## src/rtl/rr_onehot_selector_pkg.sv

```systemverilog
// Shared types and one-hot helpers for the round-robin selector.
// Helpers work on a fixed maximum width; callers zero-extend and truncate.
package onehot_sel_pkg;

  typedef enum logic [0:0] {
    IDLE  = 1'b0,
    GRANT = 1'b1
  } state_t;

  localparam int MAX_N     = 32;
  localparam int MAX_IDX_W = 5;

  function automatic logic [MAX_IDX_W-1:0] onehot_to_idx(input logic [MAX_N-1:0] v);
    logic [MAX_IDX_W-1:0] idx;
    idx = '0;
    for (int i = 0; i < MAX_N; i++) begin
      if (v[i]) idx = idx | MAX_IDX_W'(i);
    end
    return idx;
  endfunction

  function automatic bit is_onehot(input logic [MAX_N-1:0] v);
    return (v != '0) && ((v & (v - MAX_N'(1))) == '0);
  endfunction

endpackage

```

## src/rtl/rr_onehot_selector_pick.sv

```systemverilog
// Combinational round-robin pick: rotate req so ptr lands at bit 0,
// isolate the lowest set bit, rotate it back into place.
module rr_pick
  import onehot_sel_pkg::*;
#(
  parameter  int N     = 4,
  localparam int IDX_W = $clog2(N)
) (
  input  logic [N-1:0]     req,
  input  logic [IDX_W-1:0] ptr,
  output logic [N-1:0]     pick_onehot,
  output logic [IDX_W-1:0] pick_idx,
  output logic             any
);

  logic [2*N-1:0] dbl_req;
  logic [2*N-1:0] dbl_low;
  logic [N-1:0]   rot;
  logic [N-1:0]   low;

  assign dbl_req     = {req, req} >> ptr;
  assign rot         = dbl_req[N-1:0];
  assign low         = rot & (~rot + N'(1));
  assign dbl_low     = {low, low} << ptr;
  assign pick_onehot = dbl_low[2*N-1:N];
  assign pick_idx    = IDX_W'(onehot_to_idx(MAX_N'(pick_onehot)));
  assign any         = |req;

endmodule

```

## src/rtl/rr_onehot_selector.sv

```systemverilog
// Round-robin arbiter producing a registered one-hot selector with valid/ready.
// Define RR_ONEHOT_BURST_EN to let a requester hold the grant for up to BURST_LEN transfers.
module rr_onehot_selector
  import onehot_sel_pkg::*;
#(
  parameter  int N         = 4,
  parameter  int BURST_LEN = 2,
  localparam int IDX_W     = $clog2(N)
) (
  input  logic             clock,
  input  logic             reset,
  input  logic [N-1:0]     req,
  input  logic             out_ready,
  output logic             out_valid,
  output logic [N-1:0]     sel,
  output logic [IDX_W-1:0] sel_idx,
  output logic             burst_last
);

  if (N < 2 || N > MAX_N || BURST_LEN < 1) begin : g_param_check
    $error("rr_onehot_selector: unsupported N or BURST_LEN");
  end

  state_t           state, state_nxt;
  logic [IDX_W-1:0] ptr, ptr_nxt, ptr_inc, pick_ptr, idx_nxt, pick_idx;
  logic [N-1:0]     sel_nxt, pick_onehot;
  logic             last_nxt, any, regrant, rotate, load_last, regrant_last;

`ifdef RR_ONEHOT_BURST_EN
  localparam int               CNT_W    = $clog2(BURST_LEN) + 1;
  localparam logic [CNT_W-1:0] CNT_LAST = CNT_W'(BURST_LEN - 1);

  logic [CNT_W-1:0] burst_cnt, cnt_nxt;

  assign regrant      = req[sel_idx] && (burst_cnt < CNT_LAST);
  assign load_last    = (CNT_LAST == '0);
  assign regrant_last = ((burst_cnt + CNT_W'(1)) == CNT_LAST);

  always_comb begin
    cnt_nxt = burst_cnt;
    if (state == GRANT && out_ready) cnt_nxt = regrant ? burst_cnt + CNT_W'(1) : '0;
  end

  always_ff @(posedge clock) begin
    if (!reset) burst_cnt <= '0;
    else        burst_cnt <= cnt_nxt;
  end
`else
  assign regrant      = 1'b0;
  assign load_last    = 1'b1;
  assign regrant_last = 1'b1;
`endif

  // A rotating handshake must arbitrate with the already-advanced pointer.
  assign ptr_inc  = (sel_idx == IDX_W'(N - 1)) ? '0 : sel_idx + IDX_W'(1);
  assign rotate   = (state == GRANT) && out_ready && !regrant;
  assign pick_ptr = rotate ? ptr_inc : ptr;

  rr_pick #(.N(N)) u_pick (
    .req        (req),
    .ptr        (pick_ptr),
    .pick_onehot(pick_onehot),
    .pick_idx   (pick_idx),
    .any        (any)
  );

  always_comb begin
    state_nxt = state;
    ptr_nxt   = ptr;
    sel_nxt   = sel;
    idx_nxt   = sel_idx;
    last_nxt  = burst_last;
    unique case (state)
      IDLE: begin
        if (any) begin
          state_nxt = GRANT;
          sel_nxt   = pick_onehot;
          idx_nxt   = pick_idx;
          last_nxt  = load_last;
        end
      end
      GRANT: begin
        if (out_ready) begin
          if (regrant) begin
            last_nxt = regrant_last;
          end else begin
            ptr_nxt = ptr_inc;
            if (any) begin
              sel_nxt  = pick_onehot;
              idx_nxt  = pick_idx;
              last_nxt = load_last;
            end else begin
              state_nxt = IDLE;
              sel_nxt   = '0;
              idx_nxt   = '0;
              last_nxt  = 1'b1;
            end
          end
        end
      end
      default: state_nxt = IDLE;
    endcase
  end

  always_ff @(posedge clock) begin
    if (!reset) begin
      state      <= IDLE;
      ptr        <= '0;
      sel        <= '0;
      sel_idx    <= '0;
      burst_last <= 1'b1;
    end else begin
      state      <= state_nxt;
      ptr        <= ptr_nxt;
      sel        <= sel_nxt;
      sel_idx    <= idx_nxt;
      burst_last <= last_nxt;
    end
  end

  assign out_valid = (state == GRANT);

  always_ff @(posedge clock) begin
    if (reset && out_valid) assert (is_onehot(MAX_N'(sel)) && sel[sel_idx]);
  end

endmodule

```

## config.mk

```make
export PLATFORM = sky130hd
export DESIGN_NAME = rr_onehot_selector
export DESIGN_NICKNAME = d
export VERILOG_FILES = /design/src/rtl/rr_onehot_selector_pkg.sv /design/src/rtl/rr_onehot_selector_pick.sv /design/src/rtl/rr_onehot_selector.sv
export SDC_FILE = /design/constraint.sdc
export NUM_CORES = 1
export LEC_CHECK = 0
export CORE_UTILIZATION = 30
export CTS_CLUSTER_SIZE = 30
export DETAILED_ROUTE_END_ITERATION = 7
export GPL_ROUTABILITY_DRIVEN = 0
export GPL_TIMING_DRIVEN = 0
export PLACE_DENSITY = 0.54
export SLEW_MARGIN = 20
export SYNTH_ARGS = -nofsm -noshare
export SYNTH_HDL_FRONTEND = slang
export SYNTH_SLANG_ARGS = --single-unit
```

## constraint.sdc

```tcl
create_clock -name clock -period 2.6 [get_ports clock]
set_clock_uncertainty 0.05 [all_clocks]
set_input_delay 0.52 -clock clock [delete_from_list [all_inputs] [get_ports clock]]
set_output_delay 0.52 -clock clock [all_outputs]
set_load 0.005 [all_outputs]
```

==> results of run 1 <==
[layer usage]
layer	global-route usage, %	vias to the layer above	part of all wire (%)
met5	0	-	0
met4	3.636	0	0.78
met3	7.200	2	8.4
met2	22.61	21	47
met1	19.42	255	44
li1	-	286	-
[cells by family after synthesis]
logic type	after synthesis
compound gates	25
simple gates	23
flops	9
buf+inv	8
mux	3
fa+ha+maj	1
other cells	1
[registers in the layout, summed over array words and instances (netlist names)]
| register | flops |
|---|---|
| out_valid | 1 |
| ptr | 2 |
| sel | 4 |
| sel_idx | 2 |
[per-stage QoR]
stage | cell area, µm² | util, % | setup WS [ns] | power, W
floorplan | 561.8 | - | 0.9327 | 0.0002193
global placement | 713.2 | 40.86 | 0.2376 | 0.0002580
detailed placement | 713.2 | 40.86 | 0.2495 | 0.0002575
CTS | 739.5 | 42.37 | 0.5144 | 0.0003728
global route | 739.5 | 42.37 | 0.3425 | 0.0003899
finish | 739.5 | 42.37 | 0.4593 | 0.0003679
[path summary, 6_finish.rpt]
kind / startpoint / to / slack [ns] / depth (start not counted)
min: sel[3]$_SDFFE_PN0P_ / sel[3]$_SDFFE_PN0P_ / 0.40 / 2
max reg2reg: sel_idx[1]$_SDFFE_PN0P_ / sel_idx[1]$_SDFFE_PN0P_ / 0.72 / 6
min reg2reg: sel[3]$_SDFFE_PN0P_ / sel[3]$_SDFFE_PN0P_ / 0.40 / 2
max: req[1] / sel[0]$_SDFFE_PN0P_ / 0.46 / 6
[worst reg2reg max path, stage by stage (launching register included)]
cell and delay, ns:
sky130_fd_sc_hd__dfxtp_1 0.35, sky130_fd_sc_hd__ha_1 0.19, sky130_fd_sc_hd__or2_4 0.25, sky130_fd_sc_hd__mux2i_2 0.27
sky130_fd_sc_hd__nor2_1 0.12, sky130_fd_sc_hd__o311ai_1 0.41, sky130_fd_sc_hd__a211oi_1 0.13
[power groups by stage]
stage / combinational, W / sequential, W / clock (W)
after global placement: 0.000100 / 0.000158 / 0
after detailed placement: 0.000100 / 0.000158 / 0
after global routing: 0.000112 / 0.000155 / 0.000123
after CTS: 0.000101 / 0.000154 / 0.000118
final: 0.000101 / 0.000154 / 0.000113
after floorplan: 0.0000621 / 0.000157 / 0
[layout by cell type, fill, tap and decap left out, types with 2 or more instances in the layout]
| cell type | n |
|---|---|
| sky130_fd_sc_hd__a211oi_1 | 2 |
| sky130_fd_sc_hd__inv_1 | 4 |
| sky130_fd_sc_hd__clkdlybuf4s50_1 | 12 |
| sky130_fd_sc_hd__a22oi_1 | 3 |
| sky130_fd_sc_hd__dfxtp_1 | 9 |
| sky130_fd_sc_hd__nand3_1 | 4 |
| sky130_fd_sc_hd__o21ai_0 | 2 |
| sky130_fd_sc_hd__nand2_1 | 7 |
| sky130_fd_sc_hd__buf_6 | 2 |
| sky130_fd_sc_hd__o21ai_1 | 3 |
| sky130_fd_sc_hd__clkbuf_4 | 3 |
| sky130_fd_sc_hd__nor2_1 | 7 |
| sky130_fd_sc_hd__a21oi_1 | 6 |
| sky130_fd_sc_hd__clkbuf_1 | 2 |
[area by class of cell]
cell class	count	area (µm²)
buffer	4	33.78
clock buffer	4	26.28
fill	199	1006
inverter	4	15.01
multi-input combinational	53	332.8
sequential	9	180.2
tap	25	31.28
timing repair buffer	12	120.1
==> metrics, run 1 <==
capturing element type of the critical path=flop; Leak=0.2974 nW; final cell count without fillers=approximately 110; RSZ-0062 raised after global routing=false; clock-pin transition on the worst setup and hold timing paths=approximately 0.06 ns; drt initial violations=19; DRC violations left=0; Chip Height=45.28 µm; fraction of the mapped netlist area in compound gates=30.29%; Overall Global Routing Usage=approximately 15%; Int Pwr=~0.00026 W; Die Wd=45.28 µm; pwr/cell area=between 400 and 500 nW/µm²; TritonCTS Sinks=9; proportion of power drawn by the clock network=around 30%; TritonCTS Buffers=3; flops & latches, synth=9; total buffers and inverters traversed by the critical path=1; Bufs on Longest Clock Path=2; total congestion overflow=0; Cell Rows=15; share of Yosys cell area claimed by the top area cell type=~32%; count of flip-flops with a built-in enable after synthesis=0; num ports=15; smallest hold slack=between 0.4 and 0.5 ns; post-synthesis to final-layout area growth=31.63%; area enclosed by the die boundary=slightly above 2000 µm²; data required time of the worst path=between 2 and 3 ns; ranking of synthesized cells by area=sky130_fd_sc_hd__dfxtp_1, sky130_fd_sc_hd__a21oi_1, sky130_fd_sc_hd__nand2_1; Floorplan Core Area=between 1500 and 2000 µm²; data arrival time of the critical path=~2.3 ns; startpoint types=primary input; net switching share of the total power=between 20 and 30%; sequential-to-total area share from yosys stat=32.07%; number of global-route vias before repair=between 400 and 500; synthesized area=561.8 µm²; crit-path leading delay family=compound AO/OA/AOI/OAI gates; proportion of synthesized flip-flops having asynchronous set or reset=0%; total instance count after detailed placement=107; crit path cell chain=clkdlybuf4s50_1 > nor2_1 > nand2_1 > o21ai_1 > a22oi_1 > a211oi_1; first-pass GRT wire length=2.152 mm; type of the worst setup path=in2reg; Sequential Power Share=about two fifths; source-to-sink clock delay at the later pin of the worst-skew pair=roughly 0.27 ns; overall routed net length=roughly 1.3 mm; Cells after Synth=70; Slowest cell on crit path=sky130_fd_sc_hd__clkdlybuf4s50_1; worst relative slew slack=between 50 and 60%; post-synthesis share of cell area spent on and, or, nand and nor gates=around a fifth; Ys Warns=0; Post-CTS Repair Setup Buffers=0; vias post-DR=roughly 560; routed via count divided by cell count=5.081; Initial Util=around a third; relative contribution of combinational cells to total power=27.4%; Clock H-tree levels=1; half-perimeter wire length after placement=~960 µm; largest family of logic cells by synthesized area=compound AO/OA/AOI/OAI gates; number of distinct standard cells referenced by the synthesized netlist=32; most common cell in the synthesized netlist=sky130_fd_sc_hd__dfxtp_1; max-capacitance violation count=0; largest driver fanout on the critical path=8; status=finished clean; count of endpoints failing setup in the final report=0; most used flip-flop cell after synthesis=sky130_fd_sc_hd__dfxtp_1; transition at the pin with the smallest max-transition slack=0.6007 ns; FMAX=0.4671 GHz; fraction of synthesized cell area in xor and xnor cells=0%; hold buffers post-CTS=0; largest incremental delay on the critical path=about 0.51 ns; length of the first detailed-routing pass in iterations=4; setup TNS=0 ns; NumNets Final=95; class of the tightest hold or removal check=reg2reg; average size of a mapped cell=8.026 µm²; initial antenna violation count=0; top cell types by occurrence after synthesis=sky130_fd_sc_hd__dfxtp_1, sky130_fd_sc_hd__nand2_1, sky130_fd_sc_hd__nor2_1, sky130_fd_sc_hd__a21oi_1; largest net degree at the start of global routing=9; total of buffers placed on input and output ports=12; number of endpoints with negative hold slack in the final report=0; quantity of gates resized following cts=0; average detailed-routed wire length per instance=11.59 µm; switching power of the nets=between 0.0001 and 0.00015 W; fin crit share=between 80% and 90%; nets in the synthesized netlist=78; TritonCTS clock tree=done; maximum resistive drop on vdd=about 0.25 mV; CTS root buf=sky130_fd_sc_hd__clkbuf_4; library cell occupying the most area in the post-synthesis netlist=sky130_fd_sc_hd__dfxtp_1; number of max-slew violations in the final report=0; number of antenna-violating nets in the routed design=0; post-synthesis adder-cell area fraction=approximately 2.2%; Antenna diodes=0; fraction of layout instances using a drive strength above 1=approximately 13%; shortest clock period the worst path allows after layout=2.141 ns; multiplexer share of the synthesized area=approximately 6.2%
Note: power is estimated with default switching activity, not from simulation.
==> run 2, diff against run 1 <==
==> constraint.sdc (replaced) <==
create_clock -name clock -period 2 [get_ports clock]
set_clock_uncertainty 0.05 [all_clocks]
set_input_delay 0.4 -clock clock [delete_from_list [all_inputs] [get_ports clock]]
set_output_delay 0.4 -clock clock [all_outputs]
set_load 0.005 [all_outputs]
==> metrics, run 2 (synthesis results as in run 1) <==
length of the first detailed-routing pass in iterations=4; shortest clock period the worst path allows after layout=between 1.5 and 2 ns; TritonCTS Buffers=3; vias post-DR=565; fill cell total of the finished layout=205; CTS root buf=sky130_fd_sc_hd__clkbuf_4; num ports=15; clock-pin transition on the worst setup and hold timing paths=approximately 0.07 ns; initial antenna violation count=0; setup TNS=0 ns; pwr/cell area=approximately 640 nW/µm²; number of max-slew violations in the final report=0; DRC violations left=0; NumNets Final=between 90 and 100; data required time of the worst path=~2.1 ns; fraction of layout instances using a drive strength above 1=between 10% and 20%; post-synthesis to final-layout area growth=33.63%; quantity of gates resized following cts=0; average detailed-routed wire length per instance=between 10 and 15 µm; startpoint types=primary input; largest driver fanout on the critical path=7; Antenna diodes=0; Cell Rows=15; hold buffers post-CTS=0; total of buffers placed on input and output ports=12; drt initial violations=23; core occupancy in the finished layout=between 40% and 50%; largest net degree at the start of global routing=9; Overall Global Routing Usage=between 10% and 20%; number of global-route vias before repair=around 480; area enclosed by the die boundary=about 2000 µm²; fin crit share=93.48%; capturing element type of the critical path=flop; Floorplan Core Area=between 1500 and 2000 µm²; register with the most flip-flops=sel; biggest registers after layout=sel: 4 flops, ptr: 2 flops, sel_idx: 2 flops; TritonCTS Sinks=9; Initial Util=around a third; FMAX=~0.53 GHz; number of endpoints with negative hold slack in the final report=0; total congestion overflow=0; Die Wd=around 45 µm; most common library cell in the layout ignoring fill and taps=sky130_fd_sc_hd__clkdlybuf4s50_1; source-to-sink clock delay at the later pin of the worst-skew pair=0.27 ns; TritonCTS clock tree=done; status=finished clean; maximum resistive drop on vdd=roughly 0.32 mV; number of antenna-violating nets in the routed design=0; count of endpoints failing setup in the final report=0; data arrival time of the critical path=approximately 2.0 ns; Clock H-tree levels=1; Bufs on Longest Clock Path=2; class of the tightest hold or removal check=in2reg; post-route cell area=~750 µm²; first-pass GRT wire length=about 2.2 mm; overall routed net length=1.348 mm; Chip Height=45.28 µm; Post-CTS Repair Setup Buffers=0; type of the worst setup path=in2reg; Post-DP Area=713.2 µm²; RSZ-0062 raised after global routing=false; half-perimeter wire length after placement=approximately 960 µm; flip-flop count of the largest register after layout=4; max-capacitance violation count=0; leading cell types in the layout, fill and taps excluded=sky130_fd_sc_hd__clkdlybuf4s50_1, sky130_fd_sc_hd__dfxtp_1, sky130_fd_sc_hd__nand2_1, sky130_fd_sc_hd__nor2_1, sky130_fd_sc_hd__a21oi_1; Leak=about 0.3 nW; routed via count divided by cell count=5.090
## run 2: layer usage
layer / track usage [%] / vias up / wire [µm]
met5: 0 / - / 0
met4: 3.636 / 0 / 10
met3: 7.200 / 2 / 91
met2: 22.61 / 19 / 668
met1: 19.42 / 257 / 578
li1: - / 287 / -
## run 2: layout make-up
class | instances | area [µm²] | area share, %
multi-input combinational | 53 | 344.1 | 45.83
sequential | 9 | 180.2 | 24.00
timing repair buffer | 12 | 120.1 | 16.00
buffer | 4 | 33.78 | 4.500
tap | 25 | 31.28 | 4.167
clock buffer | 4 | 26.28 | 3.500
inverter | 4 | 15.01 | 2.000
## run 2: worst max-delay path, cell delays in order
cell                              delay [ns]
sky130_fd_sc_hd__clkdlybuf4s50_1        0.45
sky130_fd_sc_hd__a21bo_2                0.26
sky130_fd_sc_hd__and2_1                 0.17
sky130_fd_sc_hd__buf_6                  0.13
sky130_fd_sc_hd__o21ai_0                0.23
sky130_fd_sc_hd__o311ai_2               0.16
sky130_fd_sc_hd__a211oi_1               0.22
## run 2: worst paths after layout
path,slack (ns),to,start,depth (start not counted)
worst max-delay path,0.13,sel_idx[1]$_SDFFE_PN0P_,out_ready,7
worst min register to register,0.40,sel[3]$_SDFFE_PN0P_,sel[3]$_SDFFE_PN0P_,2
worst max register to register,0.18,sel_idx[1]$_SDFFE_PN0P_,sel_idx[1]$_SDFFE_PN0P_,7
worst min-delay path,0.39,sel[3]$_SDFFE_PN0P_,req[3],3
## run 2: per-stage QoR
stage / std cells / hold WS (ns) / worst slack, ns / total power [W]
2_1_floorplan: 70 / 0.3983 / 0.3327 / 0.0002851
3_3_place_gp: 107 / 0.3911 / -0.2424 / 0.0003355
3_5_place_dp: 107 / 0.4020 / -0.2305 / 0.0003348
4_1_cts: 111 / 0.3789 / 0.03438 / 0.0004846
5_1_grt: 111 / 0.3887 / 0.007758 / 0.0005107
6_report: 111 / 0.3863 / 0.1303 / 0.0004818
## run 2: report_power, final
group          leakage, nW  total (W)  internal (W)  switching [W]
registers           0.0740   0.000201      0.000192     0.00000895
clock network       0.0150   0.000146     0.0000771      0.0000685
logic                0.210   0.000135     0.0000681      0.0000673
total                0.299   0.000482      0.000337       0.000145
